File: src/rtl/rrstream_pkg.sv
// Shared definitions for the rrstream family (demux and arbiter):
// destination-tag width helper and the payload typedefs for the default
// configuration.
package rrstream_pkg;

    localparam int DEF_QUEUE_COUNT = 3;
    localparam int DEF_DATA_WIDTH  = 8;

    // Width of the dst tag; never narrower than one bit.
    function automatic int dst_width(input int queue_count);
        return (queue_count > 1) ? $clog2(queue_count) : 1;
    endfunction

    localparam int DEF_DST_WIDTH = dst_width(DEF_QUEUE_COUNT);

    // Tagged input beat: destination index plus data.
    typedef struct packed {
        logic [DEF_DST_WIDTH-1:0]  dst;
        logic [DEF_DATA_WIDTH-1:0] p;
    } rr_in_payload_t;

    // Output beat: data only, tag stripped.
    typedef struct packed {
        logic [DEF_DATA_WIDTH-1:0] p;
    } rr_out_payload_t;

endpackage

File: src/rtl/rrstream_demux_fifo.sv
// Two-entry FIFO used as the per-destination output buffer. Full means
// no push this cycle, even if a pop happens in the same cycle.
module rrstream_demux_fifo
    import rrstream_pkg::*;
#(
    parameter int DATA_WIDTH = 8
) (
    input  logic                  clk,
    input  logic                  rst_n,
    input  logic                  i_push,
    input  logic [DATA_WIDTH-1:0] i_data,
    input  logic                  i_pop,
    output logic [DATA_WIDTH-1:0] o_data,
    output logic                  o_full,
    output logic                  o_empty
);

    logic [DATA_WIDTH-1:0] r_mem [2];
    logic                  r_wr_ptr;
    logic                  r_rd_ptr;
    logic [1:0]            r_count;
    logic                  w_do_push;
    logic                  w_do_pop;

    assign o_full    = (r_count == 2'd2);
    assign o_empty   = (r_count == 2'd0);
    assign w_do_push = i_push && !o_full;
    assign w_do_pop  = i_pop && !o_empty;
    assign o_data    = r_mem[r_rd_ptr];

    // Storage write; validity is tracked by r_count, so no reset needed here.
    always_ff @(posedge clk) begin
        if (w_do_push) begin
            r_mem[r_wr_ptr] <= i_data;
        end
    end

    // Pointer and occupancy update; reset empties the FIFO immediately.
    always_ff @(posedge clk or negedge rst_n) begin
        if (!rst_n) begin
            r_wr_ptr <= 1'b0;
            r_rd_ptr <= 1'b0;
            r_count  <= 2'd0;
        end else begin
            if (w_do_push) begin
                r_wr_ptr <= ~r_wr_ptr;
            end
            if (w_do_pop) begin
                r_rd_ptr <= ~r_rd_ptr;
            end
            case ({w_do_push, w_do_pop})
                2'b10:   r_count <= r_count + 2'd1;
                2'b01:   r_count <= r_count - 2'd1;
                default: r_count <= r_count;
            endcase
        end
    end

endmodule

File: src/rtl/rrstream_demux.sv
// Tagged-stream demultiplexer: routes each input beat to the output
// selected by its dst tag through a 2-entry FIFO per output. Beats with an
// out-of-range dst are accepted, discarded and counted (saturating).
module rrstream_demux
    import rrstream_pkg::*;
#(
    parameter  int QUEUE_COUNT = 3,
    parameter  int DATA_WIDTH  = 8,
    parameter  int DROP_WIDTH  = 16,
    localparam int DST_W       = dst_width(QUEUE_COUNT)
) (
    input  logic                                  clk,
    input  logic                                  rst_n,
    input  logic                                  i_in_valid,
    output logic                                  o_in_ready,
    input  logic [DST_W-1:0]                      i_in_dst,
    input  logic [DATA_WIDTH-1:0]                 i_in_p,
    output logic [QUEUE_COUNT-1:0]                o_out_valid,
    input  logic [QUEUE_COUNT-1:0]                i_out_ready,
    output logic [QUEUE_COUNT-1:0][DATA_WIDTH-1:0] o_out_p,
    output logic [DROP_WIDTH-1:0]                 o_drop_count
);

    logic [QUEUE_COUNT-1:0] w_full;
    logic [QUEUE_COUNT-1:0] w_empty;
    logic [QUEUE_COUNT-1:0] w_push;
    logic [QUEUE_COUNT-1:0] w_pop;
    logic                   w_dst_legal;
    logic                   w_sel_full;
    logic                   w_accept;
    logic [DROP_WIDTH-1:0]  r_drop_count;

    // One extra bit so QUEUE_COUNT itself is representable when it is a power of two.
    assign w_dst_legal = ({1'b0, i_in_dst} < (DST_W+1)'(QUEUE_COUNT));

    // Full flag of the addressed FIFO; illegal tags select nothing.
    always_comb begin
        w_sel_full = 1'b0;
        for (int i = 0; i < QUEUE_COUNT; i++) begin
            if (i_in_dst == DST_W'(i)) begin
                w_sel_full = w_full[i];
            end
        end
    end

    // Ready depends only on dst and occupancy; held low while in reset.
    assign o_in_ready = rst_n && (!w_dst_legal || !w_sel_full);
    assign w_accept   = i_in_valid && o_in_ready;

    generate
        for (genvar gi = 0; gi < QUEUE_COUNT; gi++) begin : g_out
            assign w_push[gi]      = w_accept && w_dst_legal && (i_in_dst == DST_W'(gi));
            assign w_pop[gi]       = i_out_ready[gi] && !w_empty[gi];
            assign o_out_valid[gi] = !w_empty[gi];

            rrstream_demux_fifo #(
                .DATA_WIDTH (DATA_WIDTH)
            ) u_fifo (
                .clk     (clk),
                .rst_n   (rst_n),
                .i_push  (w_push[gi]),
                .i_data  (i_in_p),
                .i_pop   (w_pop[gi]),
                .o_data  (o_out_p[gi]),
                .o_full  (w_full[gi]),
                .o_empty (w_empty[gi])
            );
        end
    endgenerate

    // Saturating count of beats discarded for an out-of-range dst.
    always_ff @(posedge clk or negedge rst_n) begin
        if (!rst_n) begin
            r_drop_count <= '0;
        end else if (w_accept && !w_dst_legal && (r_drop_count != '1)) begin
            r_drop_count <= r_drop_count + 1'b1;
        end
    end

    assign o_drop_count = r_drop_count;

endmodule

File: config.mk
export PLATFORM = sky130hd
export DESIGN_NAME = rrstream_demux
export DESIGN_NICKNAME = d
export VERILOG_FILES = /design/src/rtl/rrstream_pkg.sv /design/src/rtl/rrstream_demux_fifo.sv /design/src/rtl/rrstream_demux.sv
export SDC_FILE = /design/constraint.sdc
export NUM_CORES = 1
export LEC_CHECK = 0
export ABC_AREA = 1
export CORE_AREA = 2 2 88 90
export CTS_BUF_LIST = sky130_fd_sc_hd__clkbuf_8
export DETAILED_ROUTE_END_ITERATION = 16
export DIE_AREA = 0 0 90 92
export PLACE_DENSITY_LB_ADDON = 0.3
export SYNTH_ARGS = -nofsm -noshare
export SYNTH_HDL_FRONTEND = slang
export SYNTH_SLANG_ARGS = --single-unit
File: constraint.sdc
create_clock -name clk -period 2.55 [get_ports clk]
set_clock_uncertainty 0.05 [all_clocks]
set_input_delay 0.6375 -clock clk [delete_from_list [all_inputs] [get_ports clk]]
set_output_delay 0.6375 -clock clk [all_outputs]
set_load 0.005 [all_outputs]
==> reports/results.tsv <==
metric	value	unit
CTS tree	yes	
antenna violations before repair	0	
setup repair after global routing missed its margin	false	
clock-pin slew on the worst setup and hold paths	0.08	ns
Nets	491	
H-tree depth	3	
crit path max fanout	9	
Routed Wire Length	7.646	mm
Antenna Nets Post-Route	0	
kind of start point of the critical path	register	
IO buf count	59	
Worst-Margin Slew	0.4577	ns
total power	3.720	mW
minimum clock period	2.383	ns
Worst R2R Setup Slack	0.50	ns
initial core utilization	48.44	%
Storage cell area	0.002142	mm^2
Syn Nets	401	
diodes inserted	0	
clk_lat worst skew	0.35	ns
multi-input logic area	0.001270	mm^2
detailed placer's ending HPWL	5.489	mm
Ports	60	
Layout area overhead	30.35	%
GPL Wtd Cong	0.8699	
Die X	90	um
Post-synth ARST share	36.84	%
Fmax	419.7	MHz
Yosys cell types	22	
ys flop type	edfxtp_1	
yosys warns	0	
pin count of the biggest net entering global routing	25	
Sink Count	76	
Lkg Pwr	2.096	nW
hold slack	0.3814	ns
Rel. slew slack	69.45	%
via count	2751	
row cnt	32	
P per Cell Area	791.2	mW/mm^2
Worst EP arrival	1.70	ns
vias in the first global route	2669	
Root Buffer Master	clkbuf_8	
maximum clock path buffer count	2	
Yosys reg bits	76	
DRT Pass-1 Iters	7	
CTS buffer count	9	
Final Slew Violations	0	
share of post-route cells with drive strength above 1	14.29	%
DRC viols	0	
All-Layer GR Usage	19.38	%
# setup viols final	0	
final-report hold violation count	0	
Routed wire per std cell	13.23	um
Die Span Y	92	um
Layout fillers	626	
Setup Fix Bufs, Post-CTS	0	
status	finished, final reports clean	
worst slack, placed	-0.1693	ns
die area	0.008280	mm^2
slack of the critical path	0.1673	ns
global-route wire length before repair	12.56	mm
final period utilization	93.44	%
Max Cap Violations	0	
Placed Cells	562	
detail-routed via count per cell	4.760	
post-synthesis sequential area ratio	59.38	%
worst setup path class	register to primary output	
# hold bufs at CTS	0	
Hold WC Path Type	input port to asynchronous set/reset pin	
1st-iter DRT viols	143	
post-synthesis average cell area	9.468	um^2
CP endpoint kind	primary output	
Syn Inst Count	381	
final design utilization	63.14	%
core area	0.007447	mm^2
Congestion Overflow GR	0	
fin cells	578	
Worst EP required	1.86	ns
Post-Syn Area	0.003607	mm^2
Max VDD drop	0.5147	mV
number of enable flip-flop cells after synthesis	48	
## report_power, final
part | leakage, nW | internal [mW] | total [mW] | switching, mW
clock network | 0.0844 | 0.368 | 0.864 | 0.495
registers | 0.794 | 1.46 | 1.62 | 0.155
logic | 1.22 | 0.653 | 1.24 | 0.587
## cells in the mapped netlist (4+ instances only)
| master | number | share of area [%] |
|---|---|---|
| a21oi_1 | 4 | 0.55 |
| dfrtp_1 | 28 | 19 |
| edfxtp_1 | 48 | 40 |
| ha_1 | 4 | 1.4 |
| inv_1 | 32 | 3.3 |
| nand2_1 | 160 | 17 |
| nand3_1 | 18 | 2.5 |
| nand3_2 | 12 | 3.3 |
| nand4_1 | 5 | 0.87 |
| nor2_1 | 27 | 2.8 |
| nor2_2 | 4 | 0.69 |
| o21ai_0 | 4 | 0.55 |
| xnor2_1 | 7 | 1.7 |
| xor2_1 | 10 | 2.4 |
## critical path: stages, from the launching register on
cell,delay [ns]
dfrtp_1,0.53
clkinv_2,0.22
nand2_1,0.10
nand2_1,0.06
clkdlybuf4s50_1,0.44
## routing by layer
layer,vias up,wire (um),GRT usage [%]
li1,1397,-,-
met1,1284,3536,24.71
met2,62,3719,32.46
met3,8,317,4.848
met4,0,74,6.667
met5,-,0,0
## worst paths after layout
check | cells after the start | to | from
worst max register to register | 8 | o_drop_count[2] | o_drop_count[0]
worst max-delay path | 4 | o_out_p[15] | g_out[1].u_fifo.r_rd_ptr
worst min register to register | 2 | g_out[0].u_fifo.r_wr_ptr | g_out[0].u_fifo.r_wr_ptr
max in group asynchronous | 2 | g_out[0].u_fifo.r_rd_ptr | rst_n
min in group clk | 2 | g_out[0].u_fifo.r_wr_ptr | g_out[0].u_fifo.r_wr_ptr
worst min-delay path | 2 | g_out[0].u_fifo.r_count[0] | rst_n
## sequential cells by signal, indices dropped and copies added, names as in the netlist
register / flops
g_out.u_fifo.r_wr_ptr: 3
g_out.u_fifo.r_rd_ptr: 3
g_out.u_fifo.r_count: 6
o_drop_count: 16
g_out.u_fifo.r_mem: 48
## per-stage QoR
step	TNS [ns]	instance area [um^2]
2_1_floorplan	0	3607
3_3_place_gp	-0.3123	4518
3_5_place_dp	-1.586	4518
4_1_cts	0	4700
5_1_grt	0	4702
6_report	0	4702
## cell type report
| type | instances | share of cell area (%) |
|---|---|---|
| inverters | 38 | 3.060 |
| flip-flops and latches | 76 | 45.56 |
| multi-input cells | 261 | 27.01 |
| clock buffers | 9 | 2.634 |
| clock inverters | 7 | 1.277 |
| repair buffers | 85 | 17.75 |
| well taps | 102 | 2.714 |
## kinds of logic after synthesis
kind of cell / share of synthesized area [%]
flip-flops: 59.38
AO/OA/AOI/OAI: 1.110
XOR/XNOR: 4.128
adder cells (fa/ha/maj): 1.387
buffers and inverters: 5.411
AND/OR/NAND/NOR: 28.58
## repair_timing
action                                  CTS  global route
gates resized for setup                   4             1
endpoints found under the hold margin     0             0
gates cloned                              0             0
endpoints found under the setup margin    4             1
## placed cells by master, fill, tap and decap left out, drive strengths merged, types with 6 or more instances in the layout
cell and instances:
buf 26, clkbuf 9, clkdlybuf4s50 55, dfrtp 28, edfxtp 48, inv 38, nand2 163, nand3 30
nand4 6, nor2 33, xnor2 7, xor2 10
No activity file was read; power rests on OpenSTA's default activity.
